[src/rtl/left_shifter_seq_if.sv]
// Bus bundle for the sequential left shift/rotate unit.
//
// Handshake: start acts as a request valid with an implicit ready of
// (busy == 0). A request is accepted on any rising edge where start is
// high and the unit is not shifting (IDLE or DONE). A request presented
// while busy is dropped, not queued. done is the response valid; it is
// high for exactly one cycle and y is stable from that cycle until the
// next done or reset. The requester is not required to acknowledge done.
//
// state mirrors the FSM encoding (0 = IDLE, 1 = SHIFT, 2 = DONE) so
// checkers can bind to it without reaching into the design.
interface left_shifter_seq_if #(
  parameter int WIDTH = 8,
  parameter int AMT_W = 3
);
  logic             start;
  logic [WIDTH-1:0] a;
  logic [AMT_W-1:0] amt;
  logic             rotate;
  logic [WIDTH-1:0] y;
  logic             busy;
  logic             done;
  logic [1:0]       state;

  // Requester side: drives the operation, observes result and status.
  modport master (
    output start, a, amt, rotate,
    input  y, busy, done, state
  );

  // Shifter side: consumes the operation, produces result and status.
  modport slave (
    input  start, a, amt, rotate,
    output y, busy, done, state
  );
endinterface

[src/rtl/left_shifter_seq.sv]
// Sequential left shift / rotate unit. Captures an operand, a shift
// amount and a mode on an accepted start, moves the operand one bit per
// clock, then publishes the result in y together with a one-cycle done.
// busy and done are decoded from the state register, so both are
// glitch-free and can never be high together.
module left_shifter_seq #(
  parameter int WIDTH = 8,
  parameter int AMT_W = 3
) (
  input  logic               clk,
  input  logic               reset,
  left_shifter_seq_if.slave  bus
);

  typedef enum logic [1:0] {
    IDLE  = 2'd0,
    SHIFT = 2'd1,
    DONE  = 2'd2
  } state_t;

  localparam logic [AMT_W-1:0] CNT_ONE = {{(AMT_W-1){1'b0}}, 1'b1};

  state_t           state_q, state_d;
  logic [WIDTH-1:0] sh_q, sh_d;
  logic [AMT_W-1:0] cnt_q, cnt_d;
  logic             mode_q, mode_d;
  logic [WIDTH-1:0] y_q, y_d;

  // One-position left move; the vacated LSB takes the old MSB when
  // rotating and zero for a logical shift (the MSB is discarded).
  logic [WIDTH-1:0] sh_next;
  assign sh_next = {sh_q[WIDTH-2:0], (mode_q ? sh_q[WIDTH-1] : 1'b0)};

  // State and datapath registers; reset aborts any operation and clears y.
  always_ff @(posedge clk or posedge reset) begin
    if (reset) begin
      state_q <= IDLE;
      sh_q    <= '0;
      cnt_q   <= '0;
      mode_q  <= 1'b0;
      y_q     <= '0;
    end else begin
      state_q <= state_d;
      sh_q    <= sh_d;
      cnt_q   <= cnt_d;
      mode_q  <= mode_d;
      y_q     <= y_d;
    end
  end

  // Next-state and datapath update. DONE accepts a new start exactly like
  // IDLE so that back-to-back operations lose no cycle. cnt reaching zero
  // ends the shift phase, so the down-counter never wraps.
  always_comb begin
    state_d = state_q;
    sh_d    = sh_q;
    cnt_d   = cnt_q;
    mode_d  = mode_q;
    y_d     = y_q;
    unique case (state_q)
      IDLE, DONE: begin
        if (bus.start) begin
          sh_d    = bus.a;
          cnt_d   = bus.amt;
          mode_d  = bus.rotate;
          state_d = SHIFT;
        end else begin
          state_d = IDLE;
        end
      end
      SHIFT: begin
        if (cnt_q != '0) begin
          sh_d  = sh_next;
          cnt_d = cnt_q - CNT_ONE;
        end else begin
          y_d     = sh_q;
          state_d = DONE;
        end
      end
      default: begin
        state_d = IDLE;
      end
    endcase
  end

  assign bus.y     = y_q;
  assign bus.busy  = (state_q == SHIFT);
  assign bus.done  = (state_q == DONE);
  assign bus.state = state_q;

endmodule

[src/flat_wrapper.sv]
// flat-port wrapper written by rule: the top's interface ports become plain ports
module left_shifter_seq_flat 
#(
  parameter int WIDTH = 8,
  parameter int AMT_W = 3
)
  (clk, reset, bus_start, bus_a, bus_amt, bus_rotate, bus_y, bus_busy, bus_done, bus_state);
  left_shifter_seq_if #(.WIDTH(WIDTH), .AMT_W(AMT_W)) bus_i ();
  input  logic clk;
  input  logic reset;
  input wire logic [$bits(bus_i.start)-1:0] bus_start;
  input wire logic [$bits(bus_i.a)-1:0] bus_a;
  input wire logic [$bits(bus_i.amt)-1:0] bus_amt;
  input wire logic [$bits(bus_i.rotate)-1:0] bus_rotate;
  output wire logic [$bits(bus_i.y)-1:0] bus_y;
  output wire logic [$bits(bus_i.busy)-1:0] bus_busy;
  output wire logic [$bits(bus_i.done)-1:0] bus_done;
  output wire logic [$bits(bus_i.state)-1:0] bus_state;
  assign bus_i.start = bus_start;
  assign bus_i.a = bus_a;
  assign bus_i.amt = bus_amt;
  assign bus_i.rotate = bus_rotate;
  assign bus_y = bus_i.y;
  assign bus_busy = bus_i.busy;
  assign bus_done = bus_i.done;
  assign bus_state = bus_i.state;
  left_shifter_seq #(.WIDTH(WIDTH), .AMT_W(AMT_W)) u_core (.clk(clk), .reset(reset), .bus(bus_i));
endmodule
[config.mk]
export PLATFORM = sky130hd
export DESIGN_NAME = left_shifter_seq_flat
export DESIGN_NICKNAME = d
export VERILOG_FILES = /design/src/rtl/left_shifter_seq_if.sv /design/src/rtl/left_shifter_seq.sv /design/src/flat_wrapper.sv
export SDC_FILE = /design/constraint.sdc
export NUM_CORES = 1
export LEC_CHECK = 0
export ABC_CLOCK_PERIOD_IN_PS = 1600
export CAP_MARGIN = 25
export CORE_UTILIZATION = 30
export CTS_BUF_LIST = sky130_fd_sc_hd__clkbuf_8
export DETAILED_ROUTE_END_ITERATION = 12
export PLACE_DENSITY = 0.57
export SYNTH_ARGS = -nofsm -noshare
export SYNTH_HDL_FRONTEND = slang
export SYNTH_SLANG_ARGS = --single-unit
export TNS_END_PERCENT = 30
[constraint.sdc]
create_clock -name clk -period 1.6 [get_ports clk]
set_input_delay 0.48 -clock clk [delete_from_list [all_inputs] [get_ports clk]]
set_output_delay 0.48 -clock clk [all_outputs]
set_load 0.02 [all_outputs]
==> results.md <==
* Post-synthesis async set-or-reset flop share at between 90% and 100%
* Starting Density at about a third
* Total negative slack at 0 ns
* CP Capture Type: output pin
* Pleak at 0.768 nW
* Clk buf depth at 2
* Number of global-route vias before repair at a little over 700
* Final WL at 2.15 mm
* Synth cell types at 24
* Worst EP required at about 1.1 ns
* Post-Syn Instances at 75
* RSZ-0062 raised after global routing: false
* Drt drc at 0
* Top cells by area in the synthesized netlist: dfrtp_1 51%, mux2_4 17%, mux2_2 10%, buf_6 3.1%, ha_1 2.3%
* CP arrival at between 1 and 1.5 ns
* Area taken by multi-input logic gates at about 520 um^2
* Worst hold path type: reg2reg
* Grt ovf at 0
* Status: completed
* Post-synthesis sequential area ratio at between 50% and 60%
* Synth Area per Inst at around 15 um^2
* Final Slew Violations at 0
* # diodes at 0
* Clk_skew at about 0.0019 ns
* Boundary Pins at 27
* Post-synth top area share at 50.6%
* Post-synth net total at 92
* DIE HEIGHT at about 62 um
* Ys Warns at 0
* Area grow syn2layout at 47.8%
* Vias/cell at between 4 and 5
* P per Cell Area at around 2300 nW/um^2
* First-pass DRT Iterations at 2
* Cell taking the most area after synthesis: dfrtp_1
* Die width at 62.2 um
* Most frequent cells in the layout: 21 x dfrtp_1, 14 x mux2_4, 13 x clkdlybuf4s50_1, 12 x buf_4, 10 x dlygate4sd2_1
* Worst rel slew slack at ~80%
* Total GRT Usage at a little under an eighth
* Min Tclk post-route at roughly 1.6 ns
* Largest net degree at the start of global routing at 23
* CP max FO at 3
* Share of cells above drive strength 1 at a little under half
* Max-cap violation count at 0
* Core Area at roughly 3400 um^2
* Routed vias at between 700 and 800
* Port Buf Inserts at 26
* Later-pin clock latency in the skew report at ~0.26 ns
* Cell area after placement at roughly 1500 um^2
* H-tree depth at 1
* Post-route cell area at approximately 1600 um^2
* DIE AREA at around 3900 um^2
* Setup CP Type: reg2out
* Remaining antenna violation count at 0
* TritonCTS clock tree: yes
* Register bit total from synthesis at 22
* Final Hold Viols at 0
* First-pass GRT wire length at 3.52 mm
* Ys flop type: dfrtp_1
* # fillers at 319
* # rows at 21
* Routed len/inst at ~13 um
* Hold buffers post-CTS at 0
* Final setup viols at 0
* VDD IR-drop max at between 900 and 1000 uV
* Period utilization at a little over nine tenths
* TritonCTS Buffers at 3
* Most common cell after layout, fill and taps aside: dfrtp_1
* Initial antenna violation count at 0
* Worst slew pin tran at between 0.2 and 0.3 ns
* Final #Nets at 135
* Final Util at 47.1%
* Iteration-0 DRC count of the detailed router at 12
* EDFF count, synth at 0
* Clock sinks at 22
* Synth Cell Area at between 1000 and 1500 um^2
* Clock input transition at the sequential cells of the worst setup and hold paths at 0.08 ns
* Placer Congestion at about 0.7
* Fmax at 645 MHz
* CP Launch Type: flip-flop
* Root Buffer Master: clkbuf_8
* Dpl hpwl at about 1.5 mm
* FF+latch area at approximately 550 um^2
sequential cells by signal, indices dropped and copies added (netlist names):
name              cells
u_core.cnt_q          3
u_core.bus.y          8
u_core.mode_q         1
u_core.bus.state      2
u_core.sh_q           8
cells by family after synthesis:
logic type               after synthesis  synth area share [%]
multiplexers                          26                  30.8
buffers and inverters                 10                  5.52
AND/OR/NAND/NOR                        7                  5.17
AO/OA/AOI/OAI                          8                  5.63
adder cells (fa/ha/maj)                2                  2.30
flip-flops                            22                  50.6
cell usage after synthesis (all sizes together) (2+ instances only):
master	count
inv	7
ha	2
mux2i	2
buf	3
mux2	24
dfrtp	22
area by class of cell:
type                    count  share of cell area, %
flip-flops and latches     22                   34.3
multi-input cells          43                   32.0
repair buffers             41                   24.0
well taps                  46                   3.58
clock buffers               3                   2.57
clock inverters             1                   1.87
inverters                   7                   1.63
per-stage QoR:
step	hold WS, ns	cells	power [mW]	worst slack (ns)
3_3_place_gp	0.473	157	3.01	-0.347
4_1_cts	0.498	163	3.79	-0.0929
2_1_floorplan	0.469	75	2.37	0.0757
3_5_place_dp	0.479	157	3.04	-0.373
5_1_grt	0.511	163	4.01	0.000858
6_report	0.491	163	3.78	0.0497
critical path, cell delays in order, from the launching register on:
cell	delay, ns
dfrtp_1	0.38
buf_4	0.14
and2b_1	0.15
clkbuf_2	0.15
timing repair:
action / CTS / global route
setup buffers: 1 / 0
pin swaps: 2 / 2
gates cloned: 1 / 0
resized for setup: 24 / 8
setup endpoints to repair: 31 / 20
path summary, 6_finish.rpt:
check                      depth (start not counted)                       startpoint  slack, ns                              end
min reg2reg                                        1      u_core.bus.y[2]$_DFFE_PP0P_       0.49      u_core.bus.y[2]$_DFFE_PP0P_
min                                                1      u_core.bus.y[2]$_DFFE_PP0P_       0.49      u_core.bus.y[2]$_DFFE_PP0P_
min in group asynchronous                          3                            reset       0.56       u_core.sh_q[4]$_DFFE_PP0P_
max                                                3  u_core.bus.state[1]$_DFFE_PP0P_       0.05                         bus_done
max reg2reg                                        6      u_core.cnt_q[1]$_DFFE_PP0P_       0.07      u_core.bus.y[3]$_DFFE_PP0P_
max in group asynchronous                          3                            reset       0.80  u_core.bus.state[0]$_DFFE_PP0P_
report_power, final:
part	internal [mW]	switching (mW)	leakage (nW)
logic	1.34	0.875	0.468
clock network	0.334	0.185	0.0357
registers	0.853	0.189	0.264
total	2.53	1.25	0.768
metal layers:
metal  global-route usage, %  up-vias  wire length, um
li1                        -      343                -
met1                    17.9      353             1110
met2                    16.6       12              983
met3                    1.84        2               46
met4                    2.62        0               13
met5                       0        -                0
(Power assumes the default switching activity.)
